File: src/rtl/tmds_pkg.sv
// Shared TMDS token constants and decoder state type, common to encoder and decoder.
package tmds_pkg;

    localparam logic [9:0] CTRL_TOKEN_00 = 10'b1101010100;
    localparam logic [9:0] CTRL_TOKEN_01 = 10'b0010101011;
    localparam logic [9:0] CTRL_TOKEN_10 = 10'b0101010100;
    localparam logic [9:0] CTRL_TOKEN_11 = 10'b1010101011;

    localparam logic [9:0] GUARD_TOKEN_0 = 10'b1011001100;
    localparam logic [9:0] GUARD_TOKEN_1 = 10'b0100110011;

    typedef enum logic [1:0] {
        HUNT,
        VERIFY,
        LOCKED
    } dec_state_t;

endpackage

File: src/rtl/tmds_symbol_decode.sv
// Combinational 10b->8b TMDS data decode plus control/guard token classification.
module tmds_symbol_decode
    import tmds_pkg::*;
(
    input  logic [9:0] sym,
    output logic [7:0] data,
    output logic       is_ctrl,
    output logic [1:0] ctrl_val,
    output logic       is_guard
);

    logic [7:0] b;

    always_comb begin
        b    = sym[9] ? ~sym[7:0] : sym[7:0];
        data = '0;
        data[0] = b[0];
        for (int unsigned i = 1; i < 8; i++) begin
            data[i] = sym[8] ? (b[i] ^ b[i-1]) : ~(b[i] ^ b[i-1]);
        end
    end

    always_comb begin
        is_ctrl  = 1'b1;
        ctrl_val = '0;
        case (sym)
            CTRL_TOKEN_00: ctrl_val = 2'b00;
            CTRL_TOKEN_01: ctrl_val = 2'b01;
            CTRL_TOKEN_10: ctrl_val = 2'b10;
            CTRL_TOKEN_11: ctrl_val = 2'b11;
            default:       is_ctrl  = 1'b0;
        endcase
        is_guard = (sym == GUARD_TOKEN_0) || (sym == GUARD_TOKEN_1);
    end

endmodule

File: src/rtl/tmds_decoder.sv
// Per-channel TMDS receiver: serial symbol alignment from control preambles and symbol decode.
// Optional TMDS_DECODER_STATS_EN adds a saturating lock_loss_count output.
module tmds_decoder
    import tmds_pkg::*;
#(
    parameter int unsigned CTRL_RUN = 4,
    parameter int unsigned TIMEOUT  = 1024
) (
    input  logic       clk,
    input  logic       s_rst,
    input  logic       serial_in,
    output logic [7:0] pixel_data,
    output logic [1:0] ctrl,
    output logic       data_valid,
    output logic       ctrl_valid,
    output logic       guard_valid,
    output logic       locked
`ifdef TMDS_DECODER_STATS_EN
    ,
    output logic [15:0] lock_loss_count
`endif
);

    localparam int unsigned TW       = $clog2(TIMEOUT + 1);
    localparam logic [TW-1:0] TMAX   = TW'(TIMEOUT);
    localparam logic [3:0]    RUN_TGT = 4'(CTRL_RUN);

    dec_state_t    state, state_nx;
    logic [9:0]    sr;
    logic [3:0]    ph, ph_nx;
    logic [3:0]    run, run_nx;
    logic [TW-1:0] tcount, tcount_nx, tinc;
    logic [7:0]    pixel_nx;
    logic [1:0]    ctrl_nx;
    logic          dv_nx, cv_nx, gv_nx;

    logic [7:0]    sym_data;
    logic          sym_is_ctrl, sym_is_guard;
    logic [1:0]    sym_ctrl;
    logic          boundary;

    tmds_symbol_decode u_symbol_decode (
        .sym      (sr),
        .data     (sym_data),
        .is_ctrl  (sym_is_ctrl),
        .ctrl_val (sym_ctrl),
        .is_guard (sym_is_guard)
    );

    assign boundary = (ph == 4'd9);
    assign locked   = (state == LOCKED);

    always_comb begin
        state_nx  = state;
        ph_nx     = boundary ? 4'd0 : ph + 4'd1;
        run_nx    = run;
        tcount_nx = tcount;
        pixel_nx  = pixel_data;
        ctrl_nx   = ctrl;
        dv_nx     = 1'b0;
        cv_nx     = 1'b0;
        gv_nx     = 1'b0;
        tinc      = (tcount == TMAX) ? tcount : tcount + 1'b1;

        case (state)
            HUNT: begin
                // The matching cycle itself acts as a boundary, so the next one is 10 clks later.
                if (sym_is_ctrl) begin
                    ph_nx    = '0;
                    run_nx   = 4'd1;
                    state_nx = VERIFY;
                end
            end
            VERIFY: begin
                if (boundary) begin
                    if (sym_is_ctrl) begin
                        run_nx = run + 4'd1;
                        if (run + 4'd1 == RUN_TGT) begin
                            state_nx  = LOCKED;
                            tcount_nx = '0;
                        end
                    end else begin
                        state_nx = HUNT;
                    end
                end
            end
            LOCKED: begin
                if (boundary) begin
                    if (sym_is_ctrl) begin
                        cv_nx     = 1'b1;
                        ctrl_nx   = sym_ctrl;
                        tcount_nx = '0;
                    end else begin
                        tcount_nx = tinc;
                        // The symbol that exhausts the timeout is dropped without a pulse.
                        if (tinc == TMAX) begin
                            state_nx = HUNT;
                        end else if (sym_is_guard) begin
                            gv_nx = 1'b1;
                        end else begin
                            dv_nx    = 1'b1;
                            pixel_nx = sym_data;
                        end
                    end
                end
            end
            default: state_nx = HUNT;
        endcase
    end

    always_ff @(posedge clk) begin
        if (s_rst) begin
            state       <= HUNT;
            sr          <= '0;
            ph          <= '0;
            run         <= '0;
            tcount      <= '0;
            pixel_data  <= '0;
            ctrl        <= '0;
            data_valid  <= 1'b0;
            ctrl_valid  <= 1'b0;
            guard_valid <= 1'b0;
        end else begin
            state       <= state_nx;
            sr          <= {serial_in, sr[9:1]};
            ph          <= ph_nx;
            run         <= run_nx;
            tcount      <= tcount_nx;
            pixel_data  <= pixel_nx;
            ctrl        <= ctrl_nx;
            data_valid  <= dv_nx;
            ctrl_valid  <= cv_nx;
            guard_valid <= gv_nx;
        end
    end

`ifdef TMDS_DECODER_STATS_EN
    always_ff @(posedge clk) begin
        if (s_rst) begin
            lock_loss_count <= '0;
        end else if (state == LOCKED && state_nx == HUNT && lock_loss_count != 16'hFFFF) begin
            lock_loss_count <= lock_loss_count + 16'd1;
        end
    end
`endif

endmodule

File: config.mk
export PLATFORM = sky130hd
export DESIGN_NAME = tmds_decoder
export DESIGN_NICKNAME = d
export VERILOG_FILES = /design/src/rtl/tmds_pkg.sv /design/src/rtl/tmds_symbol_decode.sv /design/src/rtl/tmds_decoder.sv
export SDC_FILE = /design/constraint.sdc
export NUM_CORES = 1
export LEC_CHECK = 0
export CORE_MARGIN = 4
export CORE_UTILIZATION = 35
export CTS_CLUSTER_DIAMETER = 30
export DETAILED_ROUTE_END_ITERATION = 6
export HOLD_SLACK_MARGIN = 0.12
export PLACE_DENSITY = 0.63
export REMOVE_ABC_BUFFERS = 1
export SYNTH_ARGS = -nofsm -noshare
export SYNTH_HDL_FRONTEND = slang
export SYNTH_SLANG_ARGS = --single-unit
File: constraint.sdc
create_clock -name clk -period 4.9 [get_ports clk]
set_input_delay 1.225 -clock clk [delete_from_list [all_inputs] [get_ports clk]]
set_output_delay 1.225 -clock clk [all_outputs]
set_load 0.03 [all_outputs]
==> impl_metrics.env, run 1 <==
export IMPL_gr_total_overflow=0
export IMPL_syn_avg_cell_area_um2=8.80
export IMPL_tns_ps=0
export IMPL_cts_sinks=44
export IMPL_dieWidth_um=89.6
export IMPL_grt_antenna_before_repair=0
export IMPL_setup_slack_ps=1770
export IMPL_synthesis_area_um2=2330
export IMPL_reg2reg_depth=5
export IMPL_skew_ps=7.76
export IMPL_clk_latency_ps=300
export IMPL_syn_inst=265
export IMPL_clkTransAtPathRegs_ps=90
export IMPL_crit_fanout=7
export IMPL_first_pass_iters=4
export IMPL_place_ws_ps=1970
export IMPL_synth_main_ff_cell="dfxtp_1"
export IMPL_dp_hpwl_um=3260
export IMPL_fillCellCount=646
export IMPL_portBuffers=16
export IMPL_layout_drive_gt1_share=0.0916
export IMPL_final_cell_mix="dfxtp_1, nand2_1, nor2_1"
export IMPL_gp_congestion=0.821
export IMPL_synth_ff_latch_count=44
export IMPL_io_pins=17
export IMPL_initial_utilization=0.363
export IMPL_grt_pass1_wl_um=8050
export IMPL_numCtsBuffers=5
export IMPL_min_path_type="reg -> reg"
export IMPL_setup_viol=0
export IMPL_final_common_cell="dfxtp_1"
export IMPL_crit_path_start_kind="register"
export IMPL_postRouteAntennaNets=0
export IMPL_power_density_nw_per_um2=235
export IMPL_status="completed"
export IMPL_cts_tree="yes"
export IMPL_synth_edf_count=0
export IMPL_fin_crit_sh=0.640
export IMPL_worst_setup_path_type="reg -> out"
export IMPL_drc=0
export IMPL_crit_start="state[1]$_SDFFE_PP0P_"
export IMPL_grt_usage=0.128
export IMPL_cts_root_buf="clkbuf_8"
export IMPL_async_flop_share=0
export IMPL_rows=29
export IMPL_cp_arrival_ps=1910
export IMPL_viasPerCell=5.31
export IMPL_drt_wl_total_um=4700
export IMPL_cts_htree_levels=2
export IMPL_grt_pass1_vias=1742
export IMPL_r2r_start="ph[0]$_SDFF_PP0_"
export IMPL_drt_iter0_drc=112
export IMPL_p_leak_nw=0.873
export IMPL_final_hold_violation_count=0
export IMPL_end_kind="output pin"
export IMPL_post_cts_resized=0
export IMPL_crit_required_ps=3670
export IMPL_post_cts_setup_buffers=0
export IMPL_worst_pin_slew_ps=1080
export IMPL_ctsHoldBuffers=0
export IMPL_clockBufferDepth=2
export IMPL_cap_violations=0
export IMPL_slew_violations=0
export IMPL_synth_cell_types=54
export IMPL_ir_worst_vdd_uv=137
export IMPL_die_h_um=89.6
export IMPL_r2r_slack_ps=1900
export IMPL_fin_crit_ps=3130
export IMPL_wire_per_inst_um=13.4
export IMPL_crit_end="locked"
export IMPL_antenna_cells=0
export IMPL_grt_max_degree=39
export IMPL_slew_headroom=0.272
export IMPL_dieArea_um2=8030
export IMPL_rsz0062_at_grt="false"
export IMPL_core_area_um2=6420
export IMPL_nNetsFinal=279
export IMPL_yosysWarnings=0
export IMPL_reg2reg_to="tcount[8]$_SDFFE_PP0P_"
export IMPL_area_growth_pct=11.1
export IMPL_yosysSeqAreaShare=0.378
export IMPL_max_freq_mhz=319
export IMPL_vias=1857
-- cell usage after synthesis (all sizes together) (3+ instances only) --
master,instances,share of area
xnor2,8,0.030
clkbuf,6,0.0097
o21ai,15,0.034
nor3,6,0.013
a21oi,12,0.026
nand2b,4,0.011
buf,11,0.031
a22o,8,0.030
nor2b,21,0.056
a22oi,4,0.015
ha,4,0.021
nor4b,3,0.017
xor2,9,0.034
and3,3,0.0086
inv,4,0.0064
nor2,23,0.037
a311oi,7,0.026
dfxtp,44,0.38
nand2,28,0.045
nand3,7,0.020
a31oi,4,0.011
nand4,4,0.013
a211oi,3,0.0097
-- layout make-up --
class	instances	area [µm²]	area share
Multi-Input combinational cell	200	1340	0.518
Tap cell	77	96.3	0.0372
Timing Repair Buffer	17	168	0.0648
Inverter	4	15.0	0.00580
Sequential cell	44	881	0.340
Clock buffer	5	68.8	0.0266
Clock inverter	3	18.8	0.00725
-- worst max-delay path, cell delays in order, from the launching register on --
cell and delay [ps]:
dfxtp_1 430, nor2b_1 420, clkdlybuf4s50_1 760
-- per-stage QoR --
step                std cells  instance area [µm²]  utilization  hold WS [ps]  power, mW
floorplan                 248                 2240            -           457      0.383
global placement          342                 2500        0.389           477      0.392
detailed placement        342                 2500        0.389           495      0.392
CTS                       350                 2590        0.403           512      0.620
global route              350                 2590        0.403           523      0.639
finish                    350                 2590        0.403           503      0.609
-- kinds of logic after synthesis --
group / share of synthesized area
adders and majority gates: 0.0215
AOI/OAI and AO/OA: 0.201
xor gates and xnor gates: 0.0639
DFF: 0.378
muxes: 0.0134
buffers and inverters: 0.0467
and+or+nand+nor: 0.275
-- per-layer routing --
layer | track usage | part of all wire | up-vias
met5 | 0 | 0 | -
met4 | 0.0595 | 0.012 | 0
met3 | 0.0301 | 0.043 | 4
met2 | 0.198 | 0.45 | 41
met1 | 0.169 | 0.50 | 848
li1 | - | - | 964
-- state kept, by name, summed over array words and instances, names as in the netlist --
| name | cells |
|---|---|
| tcount | 11 |
| ctrl_valid | 1 |
| sr | 10 |
| run | 4 |
| data_valid | 1 |
| state | 2 |
| pixel_data | 8 |
| guard_valid | 1 |
| ctrl | 2 |
| ph | 4 |
-- where the power goes --
part	leakage (nW)	switching, mW	total [mW]	internal, mW
clock	0.0479	0.126	0.225	0.0994
combinational	0.469	0.0103	0.0187	0.00837
sequential	0.355	0.00482	0.365	0.360
-- worst min path at each step --
stage,to,cells past startpoint,start
2_1_floorplan,ph[0]$_SDFF_PP0_,1,ph[0]$_SDFF_PP0_
6_report,ctrl[1]$_SDFFE_PP0P_,2,ctrl[1]$_SDFFE_PP0P_
3_3_place_gp,ctrl[0]$_SDFFE_PP0P_,2,ctrl[0]$_SDFFE_PP0P_
3_5_place_dp,ctrl[1]$_SDFFE_PP0P_,2,ctrl[1]$_SDFFE_PP0P_
5_1_grt,sr[3]$_SDFF_PP0_,1,sr[4]$_SDFF_PP0_
4_1_cts,sr[3]$_SDFF_PP0_,1,sr[4]$_SDFF_PP0_
No activity file was read; power rests on OpenSTA's default activity.
==> run 2, diff against run 1 <==
clock period = 3 ns   (was 4.9 ns; I/O delays follow)
==> run 2 against run 1 <==
- routed wire length decreased by 0.43%
- via count about the same
- global-route usage decreased by 0.45 points
- register-to-register slack got worse by 1500 ps
- first-iteration DRC count decreased by 18%
- design area increased by 1.1%
==> impl_metrics.env, run 2 (synthesized netlist as in run 1, its figures left out) <==
export IMPL_crit_path_start_kind="register"
export IMPL_cap_violations=0
export IMPL_p_leak_nw=0.885
export IMPL_design_area_um2=2620
export IMPL_viasPerCell=5.26
export IMPL_dieWidth_um=89.6
export IMPL_ctsHoldBuffers=0
export IMPL_cts_root_buf="clkbuf_8"
export IMPL_layout_drive_gt1_share=0.0978
export IMPL_r2r_start="tcount[1]$_SDFFE_PP0P_"
export IMPL_dp_cells=345
export IMPL_ir_worst_vdd_uv=211
export IMPL_netSwitchingPower_mw=0.224
export IMPL_postRouteAntennaNets=0
export IMPL_portBuffers=16
export IMPL_drt_wl_total_um=4680
export IMPL_final_cell_mix="dfxtp_1, nand2_1, nor2_1"
export IMPL_multi_input_area_um2=1340
export IMPL_io_pins=17
export IMPL_comb_power_share=0.031
export IMPL_first_pass_iters=4
export IMPL_core_area_um2=6420
export IMPL_instances_no_fill=353
export IMPL_largest_register_ffs=11
export IMPL_grt_pass1_wl_um=7890
export IMPL_clockBufferDepth=2
export IMPL_status="completed"
export IMPL_grt_max_degree=28
export IMPL_numCtsBuffers=5
export IMPL_cts_htree_levels=2
export IMPL_gr_total_overflow=0
export IMPL_grt_pass1_vias=1637
export IMPL_dp_hpwl_um=3380
export IMPL_vias=1858
export IMPL_placed_cell_area_um2=2520
export IMPL_reg_largest_list="tcount x11, sr x10, pixel_data x8"
export IMPL_drc=0
export IMPL_p_clk_frac=0.381
export IMPL_initial_utilization=0.363
export IMPL_skew_ps=4.10
export IMPL_final_hold_violation_count=0
export IMPL_setup_slack_ps=330
export IMPL_wire_per_inst_um=13.3
export IMPL_area_growth_pct=12.3
export IMPL_worst_pin_slew_ps=577
export IMPL_fin_crit_ps=2670
export IMPL_rows=29
export IMPL_fillCellCount=622
export IMPL_switching_share=0.221
export IMPL_seq_area_um2=881
export IMPL_post_cts_setup_buffers=0
export IMPL_die_h_um=89.6
export IMPL_drt_iter0_drc=92
export IMPL_tns_ps=0
export IMPL_grt_antenna_before_repair=0
export IMPL_fin_hold_ws_ps=497
export IMPL_internal_power_mw=0.790
export IMPL_cts_tree="yes"
export IMPL_fin_crit_sh=0.890
export IMPL_power_density_nw_per_um2=387
export IMPL_top_register="tcount"
export IMPL_clk_latency_ps=290
export IMPL_max_freq_mhz=375
export IMPL_final_common_cell="dfxtp_1"
export IMPL_rsz0062_at_grt="false"
export IMPL_crit_start="state[1]$_SDFFE_PP0P_"
export IMPL_end_kind="output pin"
export IMPL_slew_violations=0
export IMPL_setup_viol=0
export IMPL_p_seq_frac=0.588
export IMPL_post_cts_resized=0
export IMPL_grt_usage=0.124
export IMPL_antenna_cells=0
export IMPL_min_path_type="reg -> reg"
export IMPL_crit_required_ps=2250
export IMPL_cp_arrival_ps=1920
export IMPL_crit_fanout=7
export IMPL_place_ws_ps=418
export IMPL_gp_congestion=0.821
export IMPL_clkTransAtPathRegs_ps=80
export IMPL_nNetsFinal=282
export IMPL_worst_setup_path_type="reg -> out"
export IMPL_cts_sinks=44
export IMPL_slew_headroom=0.614
export IMPL_dieArea_um2=8030
export IMPL_hold_path_startpoint="ctrl[1]$_SDFFE_PP0P_"
==> run 2: cell count changes in the layout (fill, tap and decap cells not counted), sizes merged <==
cell      delta
buf          +3
clkbuf       +2
clkinv       -3
clkinvlp     +1
==> run 2: final cells by class <==
type	count	area share
timing repair buffer	20	0.0727
clock buffer	7	0.0330
clock inverter	1	0.00287
multi-input combinational	200	0.512
sequential	44	0.337
inverter	4	0.00574
tap	77	0.0368
==> run 2: routing by layer <==
metal	global-route usage	vias to the layer above	share of wire	routed length [µm]
met1	0.190	850	0.54	2510
li1	-	966	-	-
met5	0	-	0	0
met2	0.173	37	0.41	1940
met4	0.0284	0	0.011	50
met3	0.0301	5	0.040	187
==> run 2: final timing paths <==
kind                                endpoint  slack, ps  cells past startpoint
setup / recovery                      locked        330                      2
hold / removal          ctrl[1]$_SDFFE_PP0P_        500                      2
setup reg to reg  pixel_data[0]$_SDFFE_PP0P_        410                      7
hold reg to reg         ctrl[1]$_SDFFE_PP0P_        500                      2
==> run 2: power by group through the flow <==
stage	Clock, mW	Combinational [mW]	Sequential, mW
3_3_place_gp	0	0.0315	0.610
6_report	0.386	0.0316	0.596
4_1_cts	0.397	0.0321	0.596
2_1_floorplan	0	0.0170	0.608
5_1_grt	0.418	0.0353	0.598
3_5_place_dp	0	0.0321	0.610
==> run 2: worst max-delay path: stages (launching register included) <==
cell,delay [ps]
dfxtp_1,440
nor2b_1,420
clkdlybuf4s50_1,770
==> run 2: through the flow <==
stage          total power [mW]  utilization
2_1_floorplan             0.625            -
3_3_place_gp              0.642        0.393
3_5_place_dp              0.642        0.393
4_1_cts                    1.03        0.408
5_1_grt                    1.05        0.408
6_report                   1.01        0.408
==> run 3, diff against run 2 <==
CAP_MARGIN = 40   (was default)
CORE_ASPECT_RATIO = 1.4   (was default)
==> run 3 against run 2 <==
- die area is 0.22% higher
- flip-flop and latch count stayed put
- register-to-register slack worse by 20 ps
- power is 2.7% lower
- sequential share of layout area is 0.24 points higher
- critical path type is now reg -> reg
- largest power group unchanged
==> impl_metrics.env, run 3 (synthesized netlist as in run 1, its figures left out) <==
export IMPL_status="completed"
export IMPL_clk_latency_ps=290
export IMPL_grt_antenna_before_repair=0
export IMPL_crit_cells=7
export IMPL_nNetsFinal=282
export IMPL_r2r_start="tcount[1]$_SDFFE_PP0P_"
export IMPL_gp_congestion=0.875
export IMPL_reg_largest_list="tcount x11, sr x10, pixel_data x8"
export IMPL_viasPerCell=5.62
export IMPL_portBuffers=16
export IMPL_clockBufferDepth=2
export IMPL_fin_crit_sh=0.869
export IMPL_slowest_delay_ps=520
export IMPL_grt_pass1_wl_um=8370
export IMPL_tns_ps=0
export IMPL_rows=34
export IMPL_drc=0
export IMPL_setup_viol=0
export IMPL_fin_crit_ps=2610
export IMPL_ctsHoldBuffers=0
export IMPL_final_common_cell="dfxtp_1"
export IMPL_crit_end="pixel_data[2]$_SDFFE_PP0P_"
export IMPL_rsz0062_at_grt="false"
export IMPL_min_path_type="reg -> reg"
export IMPL_grt_pass1_vias=1820
export IMPL_numCtsBuffers=5
export IMPL_final_cell_mix="dfxtp_1, nand2_1, nor2_1"
export IMPL_dp_cells=340
export IMPL_met1_usage=0.152
export IMPL_worst_setup_path_type="reg -> reg"
export IMPL_ir_worst_vdd_uv=214
export IMPL_area_growth_pct=11.5
export IMPL_vias=1951
export IMPL_postRouteAntennaNets=0
export IMPL_drt_wl_total_um=4880
export IMPL_cp_arrival_ps=2800
export IMPL_die_h_um=105
export IMPL_drt_iter0_drc=116
export IMPL_dieArea_um2=8050
export IMPL_skew_ps=2.99
export IMPL_antenna_cells=0
export IMPL_worst_pin_slew_ps=604
export IMPL_cts_sinks=44
export IMPL_path_buf_inv=0
export IMPL_gr_total_overflow=0
export IMPL_p_leak_nw=0.881
export IMPL_crit_fanout=9
export IMPL_slowest_stage="or4_4"
export IMPL_core_area_um2=6340
export IMPL_layout_drive_gt1_share=0.0982
export IMPL_reg2reg_depth=7
export IMPL_crit_start="tcount[1]$_SDFFE_PP0P_"
export IMPL_initial_utilization=0.368
export IMPL_dieWidth_um=77.0
export IMPL_path_cells="ha_1 -> nand3_4 -> or4_4 -> a22oi_2 -> nand4b_2 -> o211a_1 -> a22o_1"
export IMPL_instances_no_fill=347
export IMPL_post_cts_resized=0
export IMPL_top_register="tcount"
export IMPL_max_freq_mhz=384
export IMPL_slew_headroom=0.596
export IMPL_io_pins=17
export IMPL_post_cts_setup_buffers=0
export IMPL_fillCellCount=638
export IMPL_grt_max_degree=38
export IMPL_dp_hpwl_um=3420
export IMPL_crit_required_ps=3190
export IMPL_cap_violations=0
export IMPL_grt_usage=0.126
export IMPL_first_pass_iters=4
export IMPL_cts_root_buf="clkbuf_8"
export IMPL_grtUsageMet2=0.208
export IMPL_grt_busiest_layer="met2"
export IMPL_crit_family="simple AND/OR/NAND/NOR gates"
export IMPL_reg2reg_to="pixel_data[2]$_SDFFE_PP0P_"
export IMPL_final_hold_violation_count=0
export IMPL_r2r_slack_ps=390
export IMPL_met3_usage=0.0310
export IMPL_power_density_nw_per_um2=380
export IMPL_cts_htree_levels=2
export IMPL_cts_tree="yes"
export IMPL_largest_register_ffs=11
export IMPL_end_kind="register"
export IMPL_wire_per_inst_um=14.1
export IMPL_clkTransAtPathRegs_ps=80
export IMPL_hold_depth=2
export IMPL_total_power_mw=0.987
export IMPL_crit_path_start_kind="register"
export IMPL_slew_violations=0
run 3: how the worst min path moves through the flow:
| stage | start | endpoint |
|---|---|---|
| floorplan | ph[0]$_SDFF_PP0_ | ph[0]$_SDFF_PP0_ |
| global placement | ctrl[0]$_SDFFE_PP0P_ | ctrl[0]$_SDFFE_PP0P_ |
| detailed placement | ctrl[0]$_SDFFE_PP0P_ | ctrl[0]$_SDFFE_PP0P_ |
| CTS | ctrl[0]$_SDFFE_PP0P_ | ctrl[0]$_SDFFE_PP0P_ |
| global route | sr[4]$_SDFF_PP0_ | sr[3]$_SDFF_PP0_ |
| finish | ctrl[0]$_SDFFE_PP0P_ | ctrl[0]$_SDFFE_PP0P_ |
run 3: worst register-to-register path: cells and delay by family (launching register included):
family | cells | cell delay, ps
fa+ha+maj | 1 | 420
compound gates | 3 | 810
flops | 1 | 440
simple gates | 3 | 840
run 3: final cells by class:
type | instances | area, µm² | share of cell area
Clock buffer | 5 | 68.8 | 0.0265
Timing Repair Buffer | 20 | 190 | 0.0732
Multi-Input combinational cell | 200 | 1340 | 0.516
Inverter | 4 | 15.0 | 0.00578
Sequential cell | 44 | 881 | 0.339
Tap cell | 72 | 90.1 | 0.0347
Clock inverter | 2 | 12.5 | 0.00481
run 3: per-stage QoR:
stage	util	hold slack (ps)	area, µm²	setup slack [ps]
6_report	0.410	496	2600	393
5_1_grt	0.410	526	2600	172
4_1_cts	0.410	502	2600	388
3_5_place_dp	0.397	483	2520	411
3_3_place_gp	0.397	474	2520	511
2_1_floorplan	-	457	2240	643
run 3: power by group:
part / switching, mW / internal (mW) / total (mW) / leakage [nW]
clock network: 0.202 / 0.158 / 0.360 / 0.0400
registers: 0.00788 / 0.588 / 0.596 / 0.355
logic: 0.0167 / 0.0137 / 0.0305 / 0.486
run 3: metal layers:
layer / vias up / routed length, µm
li1: 972 / -
met1: 914 / 2170
met2: 52 / 2330
met3: 13 / 233
met4: 0 / 146
met5: - / 0
